[src/rtl/field_mex.sv]
// Memory-extension unit: data field, instruction field, instruction buffer and
// interrupt save field, driving the address bits above the 12-bit word address.
module field_mex #(
  parameter int unsigned                FIELD_BITS  = 3,
  parameter logic [FIELD_BITS-1:0]      RESET_FIELD = '0
) (
  input  logic                          clk,
  input  logic                          nrst,
  input  logic [FIELD_BITS-1:0]         dbus,
  input  logic                          df_wr,
  input  logic                          ib_wr,
  input  logic                          wrp,
  input  logic                          intr,
  input  logic                          rmf,
  input  logic                          deref,
  input  logic                          state_load,
  input  logic                          state_exec,
  output logic [FIELD_BITS-1:0]         abus_ext,
  output logic [FIELD_BITS-1:0]         df_out,
  output logic [FIELD_BITS-1:0]         if_out,
  output logic [2*FIELD_BITS-1:0]       sf_out,
  output logic                          int_inhibit
);

  typedef struct packed {
    logic [FIELD_BITS-1:0]   data_f;
    logic [FIELD_BITS-1:0]   instr_f;
    logic [FIELD_BITS-1:0]   ib;
    logic [2*FIELD_BITS-1:0] sf;
    logic                    inhibit;
  } mex_t;

  mex_t cur, nxt;
  logic use_df;

  // Indirect operands fetched in LOAD/EXEC use the data field; everything else
  // (instruction fetch, direct operands) uses the instruction field.
  assign use_df      = deref & (state_load | state_exec);
  assign abus_ext    = use_df ? cur.data_f : cur.instr_f;
  assign df_out      = cur.data_f;
  assign if_out      = cur.instr_f;
  assign sf_out      = cur.sf;
  assign int_inhibit = cur.inhibit;

  always_comb begin
    // NOTE: every field of nxt takes its hold value first, so no path through
    // the priority chain below can leave a field unassigned and infer a latch.
    nxt = cur;
    if (intr) begin
      nxt.sf      = {cur.instr_f, cur.data_f};
      nxt.data_f  = '0;
      nxt.instr_f = '0;
      nxt.ib      = '0;
      nxt.inhibit = 1'b0;
    end else begin
      if (rmf) begin
        nxt.ib      = cur.sf[2*FIELD_BITS-1:FIELD_BITS];
        nxt.data_f  = cur.sf[FIELD_BITS-1:0];
        nxt.inhibit = 1'b1;
      end else begin
        if (df_wr) nxt.data_f = dbus;
        if (ib_wr) begin
          nxt.ib      = dbus;
          nxt.inhibit = 1'b1;
        end
      end
      // The jump takes the buffer value as updated this cycle, so a CIF or
      // RMF coinciding with the PC write lands in IF at once.
      if (wrp) begin
        nxt.instr_f = nxt.ib;
        nxt.inhibit = 1'b0;
      end
    end
  end

  // NOTE: state registers use non-blocking assignment so every register
  // samples the pre-edge values regardless of evaluation order.
  always_ff @(posedge clk or negedge nrst) begin
    if (!nrst) begin
      cur.data_f  <= RESET_FIELD;
      cur.instr_f <= RESET_FIELD;
      cur.ib      <= RESET_FIELD;
      cur.sf      <= '0;
      cur.inhibit <= 1'b0;
    end else begin
      cur <= nxt;
    end
  end

endmodule
[config.mk]
export PLATFORM = sky130hd
export DESIGN_NAME = field_mex
export DESIGN_NICKNAME = d
export VERILOG_FILES = /design/src/rtl/field_mex.sv
export SDC_FILE = /design/constraint.sdc
export NUM_CORES = 1
export LEC_CHECK = 0
export ABC_AREA = 1
export CAP_MARGIN = 25
export CORE_ASPECT_RATIO = 1.2
export CORE_MARGIN = 2
export CORE_UTILIZATION = 45
export CTS_BUF_LIST = sky130_fd_sc_hd__clkbuf_4 sky130_fd_sc_hd__clkbuf_8
export DETAILED_ROUTE_END_ITERATION = 6
export PLACE_DENSITY = 0.8
export SLEW_MARGIN = 30
export SYNTH_ARGS = -nofsm -noshare
export SYNTH_HDL_FRONTEND = slang
export SYNTH_SLANG_ARGS = --single-unit
export TNS_END_PERCENT = 1
[constraint.sdc]
create_clock -name clk -period 0.9 [get_ports clk]
set_input_delay 0.135 -clock clk [delete_from_list [all_inputs] [get_ports clk]]
set_output_delay 0.135 -clock clk [all_outputs]
set_load 0.005 [all_outputs]
==> summary.txt, run 1 <==
Timing
  • Slew Limit Fails: 0
  • Final WS setup: -262 ps
  • Slew headroom: 86.1%
  • Worst Tran Pin Value: ~200 ps
  • Final Hold Vio Count: 0
  • RSZ-0062 raised after global routing: true
  • Final setup vio count: 18
  • Tcrit/Tclk final: 129%
  • Clock skew: 1.71 ps
  • Tmin final: between 1000 and 1500 ps
  • F_max: ~860 MHz

Place
  • Port Buffers: 28
  • Placer Congestion: slightly below 0.8
  • Setup WS pre-CTS: -720 ps
  • Post-DP HPWL: 1.56 mm

Worst setup path
  • Crit path capture type: output port
  • CP Depth: 4
  • Crit path arrival time: 1030 ps
  • Slowest cell on crit path: dfrtp_1
  • WP buf/inv: 3
  • CP Class: flip-flop to output port
  • Worst reg2reg path depth: 5
  • CP max stage delay: 410 ps
  • Crit-path cells: buf_6, inv_4, a21oi_2, buf_2
  • Worst path top cell family by delay: flip-flops
  • Critical Path RT: around 760 ps
  • Worst Setup Start Kind: flip-flop
  • Crit-path max FO: 2

Detailed routing
  • WL final: a little under 2 mm
  • Initial drt markers: 8
  • DR vias/cell: a little under 5
  • Vias: 793
  • ANT nets after route: 0
  • DRT Pass-1 Iters: 4
  • Average wire per standard cell: roughly 12 µm
  • Post-route DRC: 0

Synth
  • Largest area contributor in the netlist: dfrtp_1
  • Ys async rst share: 100%
  • Synth Flop Type: dfrtp_1
  • Mapped Nets: between 100 and 150
  • Gate Count Post-Synth: between 100 and 150
  • Synth top area share: between 40 and 50%
  • Top cells by area, synth: dfrtp_1 49%, nand2_1 14%, buf_4 11%
  • Post-synth EDFFs: 0
  • Mapped Avg Cell Area: approximately 7.9 µm²
  • Register area share after synthesis: between 40 and 50%
  • Mapped Area: 816 µm²
  • Flops & latches, synth: 16
  • Ys Warns: 0
  • Top-count cell post-synth: nand2_1
  • Synth unique cells: 15
  • Commonest cells post-synth: 30 x nand2_1, 16 x dfrtp_1, 12 x buf_4, 12 x nor2_1, 10 x o21ai_0

Die
  • Core Area: around 0.0017 mm²
  • Die Wd: 42.9 µm
  • DIE AREA: roughly 0.0022 mm²
  • Top-Level Pins: 29
  • Initial Util: about half
  • Die Y: a little over 50 µm
  • Std-Cell Rows: 16

CTS
  • Clk slew on worst S/H paths: about 90 ps
  • H-tree depth: 1
  • TritonCTS clock tree: done
  • Longest Clk Path Bufs: 2
  • Worst skew pair latency: about 280 ps
  • Hold Buf Count CTS: 0
  • CTS Sinks: 16
  • Total CTS buffers: 3
  • Root buffer cell: clkbuf_4

Final layout
  • Layout cell share with drive strength beyond 1: about a third
  • Final Core Density: between 70 and 80%
  • Post-layout nets: 158
  • Seq. cell area: approximately 400 µm²
  • Multi-input logic area: about 290 µm²
  • Number of diodes: 0
  • Area Growth Syn to Fin: 43.6%
  • # fillers: between 100 and 150

Power
  • Pleak: ~0.64 nW
  • Peak supply drop: slightly above 0.0009 V
  • PwrDens: roughly 1400 mW/mm²

Run
  • Max-cap violations: 0

Run status
  • Violated checks: setup timing
  • Status: finished with violations

GRT
  • GRT Util Overall: a little over a fifth
  • Vias in the first global route: roughly 830
  • Largest net degree at the start of global routing: 17
  • First-pass GRT wire length: 3.45 mm
  • GR Overflow Total: 0
  • Initial antenna violation count: 0

Hold path
  • Hold WC Path Type: input port to async pin
-- state kept, by name, summed over array words and instances, names as in the netlist --
register	cells
if_out	3
sf_out	6
df_out	3
cur	3
int_inhibit	1
-- final cells by class --
class	count	area share, %
clock buffer	3	1.92
inverter	10	3.53
timing repair buffer	50	33.4
sequential	16	34.2
tap	18	1.92
multi-input combinational	64	25.0
-- per-layer routing --
layer	wire (µm)	track usage, %
met1	740	23.7
met2	1110	41.7
met3	109	2.52
met4	13	6.25
met5	0	0
-- cells in the final DEF (no fill, tap or decap) --
cell / count
a21oi_1: 2
a21oi_2: 1
buf_12: 1
buf_2: 4
buf_4: 17
buf_6: 5
clkbuf_2: 11
clkbuf_4: 3
clkdlybuf4s50_1: 6
clkinv_2: 1
dfrtp_1: 16
dlygate4sd2_1: 6
inv_1: 7
inv_2: 1
inv_4: 1
nand2_1: 29
nand2_2: 2
nand3_1: 3
nor2_1: 10
nor2_2: 2
nor3_2: 1
o21a_1: 3
o21ai_0: 7
o21ai_1: 4
-- worst paths after layout --
| kind | from | to | slack [ps] |
|---|---|---|---|
| worst max-delay path | if_out[2] | abus_ext[2] | -260 |
| worst min-delay path | nrst | df_out[2] | 190 |
| worst max register to register | sf_out[2] | df_out[2] | -60 |
| worst min register to register | int_inhibit | int_inhibit | 510 |
| max in group asynchronous | nrst | if_out[2] | 590 |
| min in group clk | rmf | df_out[2] | 380 |
-- through the flow --
step / setup TNS, ps / hold slack (ps) / power [mW] / cell area (µm²) / instances
final: -1620 / 186 / 1.60 / 1170 / 161
after detailed placement: -9570 / 493 / 1.28 / 1170 / 155
after CTS: -2790 / 185 / 1.63 / 1210 / 161
after global placement: -8500 / 485 / 1.26 / 1170 / 155
after global routing: -2560 / 190 / 1.71 / 1170 / 161
after floorplan: 0 / -161 / 1.01 / 816 / 103
-- kinds of logic after synthesis --
group / share of synthesized area [%]
and+or+nand+nor: 22.5
DFF: 49.1
buffers and inverters: 17.0
AOI/OAI and AO/OA: 11.3
-- timing repair --
action	in CTS	in global routing
pin swaps	2	4
resized for setup	57	17
endpoints found under the setup margin	30	22
endpoints found under the hold margin	0	0
buffers inserted	4	0
-- report_power, final --
group          switching [mW]  internal (mW)
clock network           0.207          0.155
registers              0.0311          0.777
logic                   0.197          0.234
total                   0.435           1.17
(Power assumes the default switching activity.)
==> inputs of run 2 (changes only) <==
Settings changed: CORE_UTILIZATION 45 to 36, CTS_CLUSTER_SIZE set to 24, PLACE_DENSITY 0.8 to 0.66.
==> run 2 against run 1 <==
Against the previous run: the flow still finishes with violations (setup timing); routed wire length shrank 2.8%; critical path depth is the same; combinational power grew 6.7%; clock skew grew 5.3 ps; via count shrank 2.1%; setup slack lost 38 ps; non-clock buffer count grew 2; first-iteration DRC count shrank 25%; sequential power grew 0.5%; clock power grew 36%; largest power group unchanged.
==> summary.txt, run 2 (synthesis results as in run 1) <==
GRT
  • GR Overflow Total: 0 (unchanged)
  • Vias in the first global route: 792 (was 829)
  • Largest net degree at the start of global routing: 17 (unchanged)
  • First-pass GRT wire length: 3.39 mm (was 3.45 mm)
  • Initial antenna violation count: 0 (unchanged)
  • GRT Util Overall: 17.8% (was 21.5%)

Detailed routing
  • Initial drt markers: 6 (was 8)
  • Vias: 776 (was 793)
  • ANT nets after route: 0 (unchanged)
  • DR vias/cell: 4.41 (was 4.93)
  • DRT Pass-1 Iters: 4 (unchanged)
  • Post-route DRC: 0 (unchanged)
  • Average wire per standard cell: 10.9 µm (was 12.3 µm)
  • WL final: 1.92 mm (was 1.98 mm)

Worst setup path
  • Setup slack, reg-to-reg: -90 ps (was -60 ps)
  • Crit path arrival time: 1070 ps (was 1030 ps)
  • Critical Path RT: 760 ps (about the same)
  • Setup crit end: abus_ext[2] (unchanged)
  • Worst reg2reg path depth: 6 (was 5)
  • R2R Path Start: sf_out[4] (was sf_out[2])
  • Worst Setup Start Kind: flip-flop (unchanged)
  • Reg-to-reg endpoint: if_out[1] (was df_out[2])
  • Crit path capture type: output port (unchanged)
  • CP Class: flip-flop to output port (unchanged)
  • Worst Setup SP: df_out[2] (was if_out[2])
  • Crit-path max FO: 2 (unchanged)

CTS
  • Total CTS buffers: 3 (unchanged)
  • Clk slew on worst S/H paths: 100 ps (was 90 ps)
  • Hold Buf Count CTS: 0 (unchanged)
  • Root buffer cell: clkbuf_4 (unchanged)
  • Worst skew pair latency: 300 ps (was 280 ps)
  • H-tree depth: 1 (unchanged)
  • CTS Sinks: 16 (unchanged)
  • Longest Clk Path Bufs: 2 (unchanged)
  • TritonCTS clock tree: done (unchanged)

Final layout
  • Post-layout nets: 160 (was 158)
  • Multi-input logic area: 320 µm² (was 293 µm²)
  • # fillers: 207 (was 138)
  • Layout cell share with drive strength beyond 1: 39.0% (was 35.0%)
  • Commonest non-fill, non-tap cell in the layout: nand2_1 (unchanged)
  • Most frequent cells in the layout: 27 x nand2_1, 16 x dfrtp_1, 15 x buf_4 (was 29 x nand2_1, 17 x buf_4, 16 x dfrtp_1)
  • Number of diodes: 0 (unchanged)
  • Area Growth Syn to Fin: 53.4% (was 43.6%)
  • Max FFs per register: 6 (unchanged)
  • Seq. cell area: 400 µm² (unchanged)
  • Final std cells w/o fill: 176 (was 161)

Timing
  • Tmin final: 1200 ps (was 1160 ps)
  • Slew Limit Fails: 0 (unchanged)
  • Tcrit/Tclk final: 133% (was 129%)
  • RSZ-0062 raised after global routing: true (unchanged)
  • F_max: 833 MHz (was 860 MHz)
  • Final setup vio count: 18 (unchanged)
  • Clock skew: 7.00 ps (was 1.71 ps)
  • Worst Tran Pin Value: 333 ps (was 206 ps)
  • Setup TNS: -2270 ps (was -1620 ps)
  • Final Hold Vio Count: 0 (unchanged)
  • Hold_ws: 157 ps (was 186 ps)
  • Final WS setup: -300 ps (was -262 ps)
  • Slew headroom: 77.6% (was 86.1%)

Power
  • Switching share of total power: 27.4% (was 27.2%)
  • Peak supply drop: 0.00102 V (was 0.000927 V)
  • Combinational power share: 26.1% (was 26.9%)
  • Pleak: 0.656 nW (was 0.636 nW)
  • P_sw: 0.483 mW (was 0.435 mW)
  • Power Total: 1.76 mW (was 1.60 mW)
  • Int Power: 1.28 mW (was 1.17 mW)
  • PwrDens: 1410 mW/mm² (was 1370 mW/mm²)
  • Clock power share: 27.9% (was 22.6%)
  • Flop pwr share: 46.0% (was 50.5%)

Die
  • Initial Util: 38.9% (was 49.1%)
  • Top-Level Pins: 29 (unchanged)
  • DIE AREA: 0.00266 mm² (was 0.00217 mm²)
  • Std-Cell Rows: 18 (was 16)
  • Die Wd: 47.5 µm (was 42.9 µm)
  • Die Y: 56.1 µm (was 50.6 µm)
  • Core Area: 0.00209 mm² (was 0.00166 mm²)

Run status
  • Violated checks: setup timing (unchanged)
  • Status: finished with violations (unchanged)

Place
  • Placed cell count: 166 (was 155)
  • Post-DP HPWL: 1.45 mm (was 1.56 mm)
  • Placer Congestion: 0.775 (was 0.783)
  • Port Buffers: 28 (unchanged)

Hold path
  • Hold WC Path Type: input port to async pin (unchanged)

Run
  • Max-cap violations: 0 (unchanged)
run 2: cell types whose count changed in the layout (fill, tap and decap cells not counted), moves of 2 or more:
cell / before / now
buf_6: 5 / 8
nor2_4: 0 / 3
buf_4: 17 / 15
clkbuf_2: 11 / 13
nand2_1: 29 / 27
nand2_2: 2 / 4
nand3_1: 3 / 1
nand3_2: 0 / 2
nor2_2: 2 / 0
run 2: through the flow:
step / area [µm²] / utilization (%) / setup WS, ps
floorplan: 816 / - / 140
global placement: 1180 / 56.3 / -745
detailed placement: 1180 / 56.3 / -749
CTS: 1260 / 60.4 / -293
global route: 1250 / 59.7 / -356
finish: 1250 / 59.7 / -300
run 2: worst min-delay path by stage:
| stage | slack, ps | to | cells after the start |
|---|---|---|---|
| 6_report | 160 | sf_out[2] | 2 |
| 5_1_grt | 170 | sf_out[1] | 2 |
| 4_1_cts | 160 | sf_out[2] | 2 |
| 3_5_place_dp | 480 | sf_out[2] | 2 |
| 3_3_place_gp | 480 | int_inhibit | 2 |
| 2_1_floorplan | -160 | cur[7] | 0 |
run 2: cell type report:
| type | instances | area share (%) |
|---|---|---|
| timing repair buffer | 52 | 33.2 |
| sequential | 16 | 32.0 |
| multi-input combinational | 64 | 25.6 |
| inverter | 10 | 3.30 |
| tap | 30 | 3.00 |
| clock buffer | 4 | 2.90 |
run 2: critical path: stages, from the launching register on:
cell,delay (ps)
dfrtp_1,410
buf_6,130
nor2_4,70
a21oi_2,40
buf_2,120
run 2: power groups by stage:
stage | logic, mW | registers, mW | clock network [mW]
3_5_place_dp | 0.447 | 0.822 | 0
3_3_place_gp | 0.442 | 0.820 | 0
4_1_cts | 0.453 | 0.807 | 0.503
5_1_grt | 0.512 | 0.823 | 0.545
6_report | 0.460 | 0.812 | 0.492
2_1_floorplan | 0.192 | 0.821 | 0
run 2: per-layer routing:
metal / track usage [%] / vias to the layer above / wire length, µm
met5: 0 / - / 0
met3: 2.92 / 3 / 99
met4: 7.14 / 0 / 34
li1: - / 400 / -
met1: 23.8 / 352 / 808
met2: 27.4 / 21 / 980
run 2: repair_timing:
| item | 4_1_cts | 5_1_grt |
|---|---|---|
| buffers inserted | 6 | 0 |
| cloned | 0 | 0 |
| resized for setup | 53 | 31 |
| pin swaps | 6 | 2 |
| hold endpoints to repair | 0 | 0 |
| endpoints found under the setup margin | 26 | 23 |
